[config.mk]
export PLATFORM = sky130hd
export DESIGN_NAME = uart_tx
export DESIGN_NICKNAME = d
export VERILOG_FILES = /design/src/rtl/uart_pkg.sv /design/src/rtl/uart_bit_timer.sv /design/src/rtl/uart_tx.sv
export SDC_FILE = /design/constraint.sdc
export NUM_CORES = 1
export LEC_CHECK = 0
export CAP_MARGIN = 10
export CORE_ASPECT_RATIO = 0.5
export CORE_MARGIN = 2
export CORE_UTILIZATION = 25
export DETAILED_ROUTE_END_ITERATION = 6
export HOLD_SLACK_MARGIN = 0.12
export PLACE_DENSITY = 0.49
export SYNTH_ARGS = -nofsm -noshare
export SYNTH_HDL_FRONTEND = slang
export SYNTH_SLANG_ARGS = --single-unit
export TNS_END_PERCENT = 100
[constraint.sdc]
create_clock -name i_Clock -period 2.05 [get_ports i_Clock]
set_input_delay 0.41 -clock i_Clock [delete_from_list [all_inputs] [get_ports i_Clock]]
set_output_delay 0.41 -clock i_Clock [all_outputs]
set_load 0.05 [all_outputs]
[src/rtl/uart_pkg.sv]
// uart_pkg: shared UART state encoding and frame constants
package uart_pkg;
   localparam int CLKS_PER_BIT_DEF = 87;
   localparam int DATA_W = 8;
   localparam int IDX_W = $clog2(DATA_W);
   typedef enum logic [2:0] {IDLE, START, DATA, PARITY, STOP, CLEANUP} state_e;
endpackage

[src/rtl/uart_bit_timer.sv]
// uart_bit_timer: counts 0..CLKS_PER_BIT-1 and ticks bit_end on the last cycle of each bit
module uart_bit_timer
   import uart_pkg::*;
#(
   parameter int CLKS_PER_BIT = CLKS_PER_BIT_DEF
) (
   input  logic i_clk,
   input  logic i_rst_n,
   input  logic i_restart,
   output logic o_bit_end
);
   localparam int W = (CLKS_PER_BIT > 1) ? $clog2(CLKS_PER_BIT) : 1;
   logic [W-1:0] cnt_q, cnt_d;
   always_comb begin
      o_bit_end = cnt_q == W'(CLKS_PER_BIT - 1);
      cnt_d = (i_restart || o_bit_end) ? '0 : cnt_q + W'(1);
   end
   always_ff @(posedge i_clk or negedge i_rst_n) begin
      if (!i_rst_n) cnt_q <= '0;
      else cnt_q <= cnt_d;
   end
endmodule

[src/rtl/uart_tx.sv]
// uart_tx: 8-N-1 UART transmitter with registered outputs.
// Define UART_TX_PARITY_EN to insert an even-parity bit after the data bits.
module uart_tx
   import uart_pkg::*;
#(
   parameter int CLKS_PER_BIT = CLKS_PER_BIT_DEF
) (
   input  logic              i_Clock,
   input  logic              i_Rst_n,
   input  logic              i_Tx_DV,
   input  logic [DATA_W-1:0] i_Tx_Byte,
   output logic              o_Tx_Active,
   output logic              o_Tx_Serial,
   output logic              o_Tx_Done
);
`ifdef UART_TX_PARITY_EN
   localparam state_e AFTER_DATA = PARITY;
`else
   localparam state_e AFTER_DATA = STOP;
`endif
   state_e state_q, state_d;
   logic [DATA_W-1:0] byte_q, byte_d;
   logic [IDX_W-1:0] idx_q, idx_d;
   logic serial_q, serial_d, active_q, active_d, done_q, done_d;
   logic bit_end;
   uart_bit_timer #(.CLKS_PER_BIT(CLKS_PER_BIT)) u_timer (
      .i_clk    (i_Clock),
      .i_rst_n  (i_Rst_n),
      .i_restart(state_q == IDLE || state_q == CLEANUP),
      .o_bit_end(bit_end)
   );
   always_comb begin
      state_d = state_q;
      byte_d = byte_q;
      idx_d = idx_q;
      case (state_q)
         IDLE: if (i_Tx_DV) begin
            state_d = START;
            byte_d = i_Tx_Byte;
            idx_d = '0;
         end
         START: if (bit_end) state_d = DATA;
         DATA: if (bit_end) begin
            idx_d = idx_q + IDX_W'(1);
            if (idx_q == IDX_W'(DATA_W - 1)) state_d = AFTER_DATA;
         end
         PARITY: if (bit_end) state_d = STOP;
         STOP: if (bit_end) state_d = CLEANUP;
         CLEANUP: state_d = IDLE;
         default: state_d = IDLE;
      endcase
      // outputs follow the next state so they are registered yet aligned with it
      serial_d = !((state_d == START) || (state_d == DATA && !byte_d[idx_d]) ||
                   (state_d == PARITY && !(^byte_d)));
      active_d = state_d inside {START, DATA, PARITY, STOP};
      done_d = state_d == CLEANUP;
   end
   always_ff @(posedge i_Clock or negedge i_Rst_n) begin
      if (!i_Rst_n) begin
         state_q <= IDLE;
         byte_q <= '0;
         idx_q <= '0;
         serial_q <= 1'b1;
         active_q <= 1'b0;
         done_q <= 1'b0;
      end else begin
         state_q <= state_d;
         byte_q <= byte_d;
         idx_q <= idx_d;
         serial_q <= serial_d;
         active_q <= active_d;
         done_q <= done_d;
      end
   end
   assign o_Tx_Serial = serial_q;
   assign o_Tx_Active = active_q;
   assign o_Tx_Done = done_q;
endmodule

# Yosys cells after proc, flatten, opt, wreduce, memory -nomap -nowiden
# Index checks and enable logic that the tools add are counted.
# totals
register_bits,24
wordCells,49
# classes
addsub,2
n_lt_le_gt_ge,1
eq_ne,12
muxes,15
reduce_logical,12
# ops
cell,count
$mux W3,8
$mux W8,2
$eq A3 B3 Y1 const B,5
$pmux W3 S5,1
$eq A3 B2 Y1 const B,4
$reduce_xor A8 Y1,1
$add A7 B1 Y7 const B,1
$eq A7 B7 Y1 const B,1
$mux W7,1
$eq A3 B1 Y1 const B,2
$pmux W3 S2,1
$logic_or A1 B1 Y1,4
$lt A3 B4 Y1 const B,1
$reduce_bool A4 Y1,1
$add A3 B1 Y3 const B,1
$bmux W1 S3,1
$logic_not A1 Y1,3
$logic_not A3 Y1,1
$logic_and A1 B1 Y1,2
$mux W1,1

# Logic depth before layout (Yosys ltp)
# Gate-level depths: netlist (run 1).
# depth
ltp_word,10
ltp_mapped,8

# Cells and area by module
# From an unflattened synthesis (run 1), not the netlist that was laid out.
# unflattened
cells_unflattened,128
hier_area_um2,1417.6
# by_module_without_submodules
module,n_inst,cells_each,area_each_um2,seq_area_each_um2
uart_tx,1,95,1083.5,426.7
uart_bit_timer,1,33,334.1,175.2

# Worst setup path before layout (run 1)
# Ideal clock, no wire load.
# synth_path
path_kind,flip-flop to flip-flop
from,register state_q[1]
to,register serial_q (netlist: o_Tx_Serial)
arrival_time_ps,2169
path_slack_ps,-203
path_stages_with_launch,7
path_buffers,0
path_cell_list,dfrtp_1 > nor4b_4 > mux2_2 > xor2_1 > xnor3_1 > mux2i_1 > o32a_2
# synth_via
elab_chain_cells,9
elab_cells_between_ends,27
cone_classes,eq/ne (7); mux (11); reduce/logical (9)
# synth_rtl
item,line,text
from (decl),uart_tx.sv:21,"state_e state_q, state_d;"
from (signal assigned),uart_tx.sv:67,state_q <= state_d;
$logic_not A3 Y1 *,uart_tx.sv:36,case (state_q)
$mux W8 *,uart_tx.sv:36,
named net byte_d[1],uart_tx.sv:22,"logic [DATA_W-1:0] byte_q, byte_d;"
$bmux W1 S3,uart_tx.sv:53,serial_d = !((state_d == START) || (state_d == DATA && !byte_d[idx_d]) ||
$mux W1 (not written as such),uart_tx.sv:53,
$logic_not A1 Y1,uart_tx.sv:53,
$logic_and A1 B1 Y1,uart_tx.sv:53,
$logic_or A1 B1 Y1,uart_tx.sv:53,
$logic_or A1 B1 Y1 *,uart_tx.sv:53,
$logic_not A1 Y1 *,uart_tx.sv:53,
named net serial_d,uart_tx.sv:24,"logic serial_q, serial_d, active_q, active_d, done_q, done_d;"
to (signal assigned),uart_tx.sv:70,serial_q <= serial_d;
to (decl),uart_tx.sv:24,
# Mark *: on every way through the listed nets, which the timed path passes. The rest lies on a longest branch. The select of a mux whose other input is x is not followed.

# Final worst setup path (run 1)
# layout_path
from,register state_q[2]
to,register serial_q (netlist: o_Tx_Serial)
# Same word-level chain as after synthesis.

==> impl.org, run 1 <==
** Die
- Height of the die :: 57.9 µm
- Once the floorplan was initialized, standard cells occupied 26.2% of the core.
- Core area :: 0.00554 mm²
- Die Span X :: 112 µm
- Std-Cell Rows :: 19
- 14 I/O pins were placed.
- The floorplan step defined a die boundary enclosing 0.00648 mm².

** Route
- Starting DRC count in detailed routing :: 38
- The count of nets left with antenna violations once routing finished came out at 0.
- Avg Vias per Cell :: 4.78
- Number of iterations in the first detailed-routing pass :: 4
- In the final routed layout, each cell accounts on average for 13.7 µm.
- Summed over all layers, the routed wires come to 3520 µm.
- After detailed routing, the number of remaining DRC violations is 0.
- For this block, the via count after detailed routing is 1,229.

** Global routing
- The number of global-route vias before repair was 1,232.
- Overall track demand over capacity in global routing :: 11.9%
- For this run the aggregate overflow at the end of global routing stands at 0.
- Largest net degree at the start of global routing :: 25
- First-pass GRT wire length :: 5990 µm
- Antenna violations before repair :: 0

** Clock tree
- Number of CTS-inserted buffers :: 3
- The later pin in the worst-skew pair is clocked with a latency of 0.26 ns.
- Clock-pin slew was measured on the worst setup and hold paths at 0.07 ns.
- Clock tree from TritonCTS :: built
- For this design, the sink count on the clock tree is 24.
- CTS built an H-tree with a depth of 1.
- The clock passes through at most 2 buffers.
- Hold repair after CTS inserted 0 buffers.
- Root buffer cell :: sky130_fd_sc_hd__clkbuf_16

** Place
- Number of cells after detailed placement :: 252
- In this run the cell area measured after placement is 0.00188 mm².
- Input and output buffers added on the ports amount to 13.
- Half-perimeter wire length after detailed placement :: 2730 µm
- The congestion estimate from routability-driven global placement came to 0.832.

** Synth
- Number of synthesized flops with an enable pin :: 0
- Main area contributors after synthesis :: sky130_fd_sc_hd__dfrtp_1 (40%), sky130_fd_sc_hd__mux2_2 (5.4%), sky130_fd_sc_hd__xnor2_1 (4.2%), sky130_fd_sc_hd__xor2_1 (4.2%), sky130_fd_sc_hd__nor2_1 (3.6%)
- Of all flip-flops after synthesis, the portion carrying an async set or reset was 100%.
- Portion of the post-synthesis area used by sequential elements :: 41.4%
- Netlist cell types :: 44
- Yosys top cell area share :: 39.6%
- Synthesis handed over a netlist of 140 instances.
- Library cell occupying the most area in the post-synthesis netlist :: sky130_fd_sc_hd__dfrtp_1
- Post-synthesis area per instance :: 10.4 µm²
- Among all flip-flop cells after synthesis, the most frequent one is sky130_fd_sc_hd__dfrtp_1.
- The synthesized design contains 24 register bits.
- Net count after synthesis :: 155
- Synth warnings :: 0
- The cell area that synthesis handed to floorplanning was 0.00145 mm².

** Final layout
- Cells with a size suffix above 1 make up 27.2% of the layout.
- Final std cell area, no fill :: 0.00200 mm²
- Post-layout instance count excluding filler cells :: 257
- Fill cell instance count of the final layout :: 575
- The number of antenna diodes in the final layout is 0.
- At the end of the flow, the number of nets in the layout was 200.
- Synth-to-layout area growth :: 37.3%
- Cells fill 36.1% of the core in the end.

** Setup path
- Along the worst path, the maximum fanout reaches 5.
- CP Launch Type :: flip-flop
- Across all register-to-register paths, the minimum setup slack is -0.08 ns.
- Critical path data arrival time :: 2.32 ns
- Worst setup path class :: reg2reg
- Logic depth of the worst register-to-register path :: 7
- For the worst setup path, the data required time is 2.24 ns.
- Capturing element type of the critical path :: flip-flop

** Power
- Registers are responsible for 46.2% of the overall power.
- Internal power :: 0.840 mW
- For this design the ratio of total power to cell area is 530 mW/mm².
- Share of power burned in combinational logic :: 9.5%
- In this run the power spent charging and discharging nets is 0.218 mW.
- Summed over all cells, the static leakage comes to 0.897 nW.
- VDD IR max :: 0.000264 V
- Switch share :: 20.6%
- Power, Total :: 1.06 mW
- The clock network burns 44.3% of the power.

** Job
- Number of violations of the max-capacitance limit :: 0

** Outcome
- The checks that failed: negative setup slack.
- Status :: complete, but fails checks

** Timing
- Number of setup violations in the final report :: 1
- On the final layout, the worst clock skew is 0.00720 ns.
- Tcrit/Tclk final :: 104%
- The smallest clock period supported by the final layout is computed as 2.13 ns.
- Unrepaired setup endpoints after global routing :: yes
- Headroom to the max-slew limit :: 59.5%
- Max-slew violation total from the final report :: 0
- In the post-route analysis, the smallest setup slack over all paths is -0.0781 ns.
- At the pin with the least slew margin, the transition time is 0.603 ns.
- F_max :: 0.470 GHz
- Final hold vios :: 0

** Worst hold path
- Hold/Removal Path Class :: in2async
==> worst max-delay path: stages, from the launching register on <==
cell	delay, ns
sky130_fd_sc_hd__dfrtp_1	0.40
sky130_fd_sc_hd__nor4b_4	0.29
sky130_fd_sc_hd__buf_4	0.19
sky130_fd_sc_hd__mux2_4	0.32
sky130_fd_sc_hd__xor2_1	0.16
sky130_fd_sc_hd__xnor3_1	0.25
sky130_fd_sc_hd__mux2i_1	0.13
sky130_fd_sc_hd__o32a_2	0.32
==> final timing paths <==
path,start,endpoint
hold / removal,i_Rst_n,o_Tx_Done
min in group i_Clock,u_timer.cnt_q[0],u_timer.cnt_q[0]
hold reg to reg,u_timer.cnt_q[0],u_timer.cnt_q[0]
max in group asynchronous,i_Rst_n,o_Tx_Serial
setup reg to reg,state_q[2],o_Tx_Serial
setup / recovery,state_q[2],o_Tx_Serial
==> synth_stat cells (2+ instances only) <==
cell type,number
sky130_fd_sc_hd__nand2b_1,2
sky130_fd_sc_hd__ha_1,4
sky130_fd_sc_hd__and2_1,3
sky130_fd_sc_hd__mux2_2,7
sky130_fd_sc_hd__xnor2_1,7
sky130_fd_sc_hd__nor4_1,3
sky130_fd_sc_hd__a21oi_1,7
sky130_fd_sc_hd__a211o_1,2
sky130_fd_sc_hd__mux2i_1,5
sky130_fd_sc_hd__a211oi_1,3
sky130_fd_sc_hd__nor2_1,14
sky130_fd_sc_hd__inv_1,6
sky130_fd_sc_hd__clkbuf_1,4
sky130_fd_sc_hd__dfrtp_1,23
sky130_fd_sc_hd__and3_1,3
sky130_fd_sc_hd__xor2_1,7
sky130_fd_sc_hd__nand4bb_1,2
sky130_fd_sc_hd__nand3_1,4
sky130_fd_sc_hd__nand2_1,5
sky130_fd_sc_hd__nor3b_1,2
sky130_fd_sc_hd__o31ai_1,4
==> cell usage in the layout (no fill, tap or decap), types with 4 or more instances in the layout <==
cell type	netlist	layout
sky130_fd_sc_hd__dfrtp_1	23	23
sky130_fd_sc_hd__nand2_1	5	5
sky130_fd_sc_hd__ha_1	4	4
sky130_fd_sc_hd__mux2_2	7	5
sky130_fd_sc_hd__mux2i_1	5	5
sky130_fd_sc_hd__nor2_1	14	14
sky130_fd_sc_hd__nand3_1	4	4
sky130_fd_sc_hd__buf_4	0	32
sky130_fd_sc_hd__a21oi_1	7	7
sky130_fd_sc_hd__xnor2_1	7	7
sky130_fd_sc_hd__inv_1	6	6
sky130_fd_sc_hd__clkdlybuf4s50_1	0	11
sky130_fd_sc_hd__o31ai_1	4	4
sky130_fd_sc_hd__xor2_1	7	7
==> area by class of cell <==
class                   count  area (µm²)  share of cell area (%)
multi-input cells         105         826                    41.4
flip-flops and latches     24         602                    30.1
well taps                  73        91.3                    4.57
repair buffers             44         363                    18.2
clock buffers               4        88.8                    4.45
inverters                   7        26.3                    1.32
==> power by group through the flow <==
stage / logic [mW] / registers [mW] / clock network, mW
3_5_place_dp: 0.101 / 0.498 / 0
3_3_place_gp: 0.0987 / 0.497 / 0
4_1_cts: 0.102 / 0.489 / 0.486
6_report: 0.100 / 0.489 / 0.469
5_1_grt: 0.111 / 0.490 / 0.503
2_1_floorplan: 0.0455 / 0.495 / 0
==> state kept, by name (all words and copies together) (netlist names) <==
register       count
o_Tx_Serial        1
byte_q             8
u_timer.cnt_q      7
state_q            3
o_Tx_Done          1
o_Tx_Active        1
idx_q              3
==> layer usage <==
| layer | share of wire [%] | GRT usage [%] | up-vias |
|---|---|---|---|
| met5 | 0 | 0 | - |
| met4 | 1.1 | 3.35 | 0 |
| met3 | 4.0 | 3.45 | 4 |
| met2 | 47 | 20.3 | 25 |
| met1 | 48 | 15.1 | 595 |
| li1 | - | - | 605 |
==> through the flow <==
| step | hold slack, ns | TNS, ns | worst slack, ns |
|---|---|---|---|
| finish | 0.510 | -0.0781 | -0.0781 |
| global route | 0.553 | -0.174 | -0.174 |
| CTS | 0.531 | -0.262 | -0.262 |
| detailed placement | 0.538 | -0.559 | -0.559 |
| global placement | 0.527 | -0.513 | -0.513 |
| floorplan | 0.114 | -0.176 | -0.176 |
==> cells by family (layout without fill, tap and decap cells) <==
logic type	after synthesis	in the layout	synth area share, %
AO/OA/AOI/OAI	27	27	13.6
flip-flops	24	24	41.4
XOR/XNOR	15	15	9.98
adder cells (fa/ha/maj)	4	4	3.44
AND/OR/NAND/NOR	46	46	18.8
multiplexers	13	13	9.90
buffers and inverters	11	55	2.84
==> timing repair <==
action	4_1_cts	5_1_grt
setup buffers	1	0
gates resized for setup	1	6
pin swaps	1	2
setup endpoints to repair	1	2
Note: power is estimated with default switching activity, not from simulation.
==> inputs of run 2 (changes only) <==
Settings changed: CORE_UTILIZATION 25 to 30, PLACE_DENSITY 0.49 to 0.55.
==> run 2 against run 1 <==
- the flow still finishes with violations (negative setup slack)
- non-clock buffer count unchanged
- final cell count decreased by 2.7%
- clock-buffer cell count unchanged
- sequential share of layout area increased by 0.31 points
- clock skew decreased by 0.0017 ns
- worst setup slack improved by 0.0070 ns
- critical path type unchanged
- combinational power decreased by 6%
- power decreased by 14%
- register-to-register slack about the same
- flip-flop and latch count unchanged
- routed wire length decreased by 2.1%
- largest cell class unchanged
- sequential power about the same
==> impl.org, run 2 (synthesis results as in run 1) <==
** Outcome
- Status :: complete, but fails checks
- Violated checks :: negative setup slack

** Power
- Leakage power summed over all cells :: 0.867 nW
- Power spread over the standard cell area amounts to 459 mW/mm².
- Portion of total power attributed to the clock network :: 35.9%
- Psw :: 0.197 mW
- Internal power :: 0.710 mW
- Sequential group share of total power :: 53.8%
- Switch share :: 21.7%
- Share of power burned in combinational logic :: 10.3%
- Power, Total :: 0.907 mW
- VDD IR max :: 0.000268 V

** Route
- Count of nets left with antenna violations after detail routing :: 0
- Post-route DRC :: 0
- Summed over all layers, the routed wires come to 3440 µm.
- Routed vias :: 1,224
- Drt wl/cell :: 13.8 µm
- The detailed router finished its first iteration with 69 violations.
- Avg Vias per Cell :: 4.90
- For this run, the detailed router's first-pass iteration total came to 4.

** Clock tree
- TritonCTS built the clock tree.
- Clock-pin slew was measured on the worst setup and hold paths at 0.09 ns.
- Clock latency at the later pin of the worst-skew pair :: 0.27 ns
- Max Root-Sink Buffers :: 2
- Root buffer cell :: sky130_fd_sc_hd__clkbuf_8
- CTS built an H-tree with a depth of 1.
- Counting the buffers created by CTS gives 3.
- The number of hold buffers added after CTS was 0.
- Counting every sink on the clock net gives 24.

** Final layout
- Fill cell instance count of the final layout :: 451
- The finished cells cover 0.00198 mm².
- Most flop-heavy register :: byte_q
- Most frequent cells in the layout :: sky130_fd_sc_hd__buf_4 (31), sky130_fd_sc_hd__dfrtp_1 (23), sky130_fd_sc_hd__nor2_1 (14)
- Max FFs per register :: 8
- Top Registers :: byte_q (8), u_timer.cnt_q (7)
- Synth-to-layout area growth :: 36.0%
- In the final layout, the share of cells above drive strength 1 is 29.9%.
- 0 antenna diodes ended up in the layout.
- The net count of the finished layout is 200.
- The library cell used most frequently in the layout, excluding fill and tap cells, is sky130_fd_sc_hd__buf_4.

** Global routing
- Entering global routing, the biggest net connects 25 pins.
- Congestion Overflow GR :: 0
- First-pass GRT wire length :: 5860 µm
- Vias in the first global route :: 1,214
- The initial antenna violation count is 0.
- Global routing used 14.3% of the available tracks.

** Timing
- Setup repair after global routing could not meet its margin everywhere.
- Period minus WS final :: 2.12 ns
- Worst Setup Slack, final :: -0.0711 ns
- Final hold vios :: 0
- On the final layout, the worst clock skew is 0.00546 ns.
- F_max :: 0.471 GHz
- Headroom to the max-slew limit :: 64.4%
- In the finished design, the share of the clock period the worst path needs comes to 103%.
- Max-slew violation total from the final report :: 0
- Setup violations remaining at the end of the flow were counted as 1.
- Transition at the pin with the smallest max-transition slack :: 0.530 ns

** Place
- The placed instances occupy a cell area of 0.00187 mm².
- Detailed placement finished with a half-perimeter wire length of 2590 µm.
- Post-Place Worst Slack :: -0.481 ns
- Last weighted congestion value of the routability-driven placer :: 0.822
- Port Buffer Count :: 13

** Setup path
- CP Launch Type :: flip-flop
- Of all nets on the critical path, the largest fanout is 10.
- Endpoint required time on the critical path :: 2.25 ns
- The critical path is of the reg2reg type.
- STA classifies the critical path endpoint as a flip-flop.
- Data on the critical path arrives at its endpoint at 2.32 ns.

** Die
- In this run the horizontal extent of the chip is 102 µm.
- Height of the die :: 53.2 µm
- Number of primary I/O pins :: 14
- Area enclosed by the die boundary :: 0.00545 mm²
- Once the floorplan was initialized, standard cells occupied 32.1% of the core.
- Std-Cell Rows :: 17
- The core region is 0.00453 mm².

** Worst hold path
- The worst hold path belongs to the class in2async.

** Job
- Across the run, the number of max-cap violations was 0.
[run 2: worst paths after layout]
path	from	endpoint	slack, ns	cells after the start
max	state_q[2]	o_Tx_Serial	-0.07	7
max in group asynchronous	i_Rst_n	o_Tx_Serial	1.27	2
min reg2reg	u_timer.cnt_q[0]	u_timer.cnt_q[0]	0.55	2
min in group i_Clock	u_timer.cnt_q[0]	u_timer.cnt_q[0]	0.55	2
min	i_Rst_n	state_q[2]	0.49	2
max reg2reg	state_q[2]	o_Tx_Serial	-0.07	7
[run 2: metrics by stage]
stage	util, %	cells	setup TNS (ns)	hold slack (ns)
6_report	43.6	250	-0.0711	0.494
4_1_cts	42.7	249	-0.158	0.500
3_3_place_gp	41.4	245	-0.541	0.529
3_5_place_dp	41.4	245	-0.504	0.537
5_1_grt	43.6	250	-0.138	0.532
2_1_floorplan	-	140	-0.176	0.114
[run 2: power groups by stage]
stage | registers, mW | clock network, mW | logic (mW)
2_1_floorplan | 0.495 | 0 | 0.0455
3_3_place_gp | 0.497 | 0 | 0.0932
3_5_place_dp | 0.497 | 0 | 0.0930
4_1_cts | 0.488 | 0.343 | 0.0940
5_1_grt | 0.490 | 0.362 | 0.105
6_report | 0.488 | 0.325 | 0.0937
[run 2: timing repair]
action	4_1_cts	5_1_grt
pin swaps	2	1
resized for setup	3	9
setup buffers	0	1
hold endpoints to repair	0	0
setup endpoints to repair	1	2
[run 2: layout make-up]
type                            count  area (µm²)  share of cell area, %
Tap cell                           66        82.6                   4.18
Sequential cell                    24         602                   30.4
Multi-Input combinational cell    105         845                   42.7
Inverter                            7        30.0                   1.52
Clock buffer                        4        55.1                   2.78
Timing Repair Buffer               44         363                   18.4
[run 2: critical path, stage by stage, from the launching register on]
cell and delay [ns]:
sky130_fd_sc_hd__dfrtp_1 0.41, sky130_fd_sc_hd__buf_4 0.18, sky130_fd_sc_hd__nor2_1 0.14, sky130_fd_sc_hd__o21ai_0 0.20, sky130_fd_sc_hd__a221o_1 0.44, sky130_fd_sc_hd__buf_4 0.16, sky130_fd_sc_hd__o311a_1 0.34, sky130_fd_sc_hd__o32a_2 0.18
[run 2: routing by layer]
metal / up-vias / wire (µm) / GRT usage (%)
met5: - / 0 / 0
met3: 2 / 144 / 3.30
met4: 0 / 21 / 2.67
met1: 593 / 1860 / 21.3
met2: 25 / 1420 / 20.8
li1: 604 / - / -
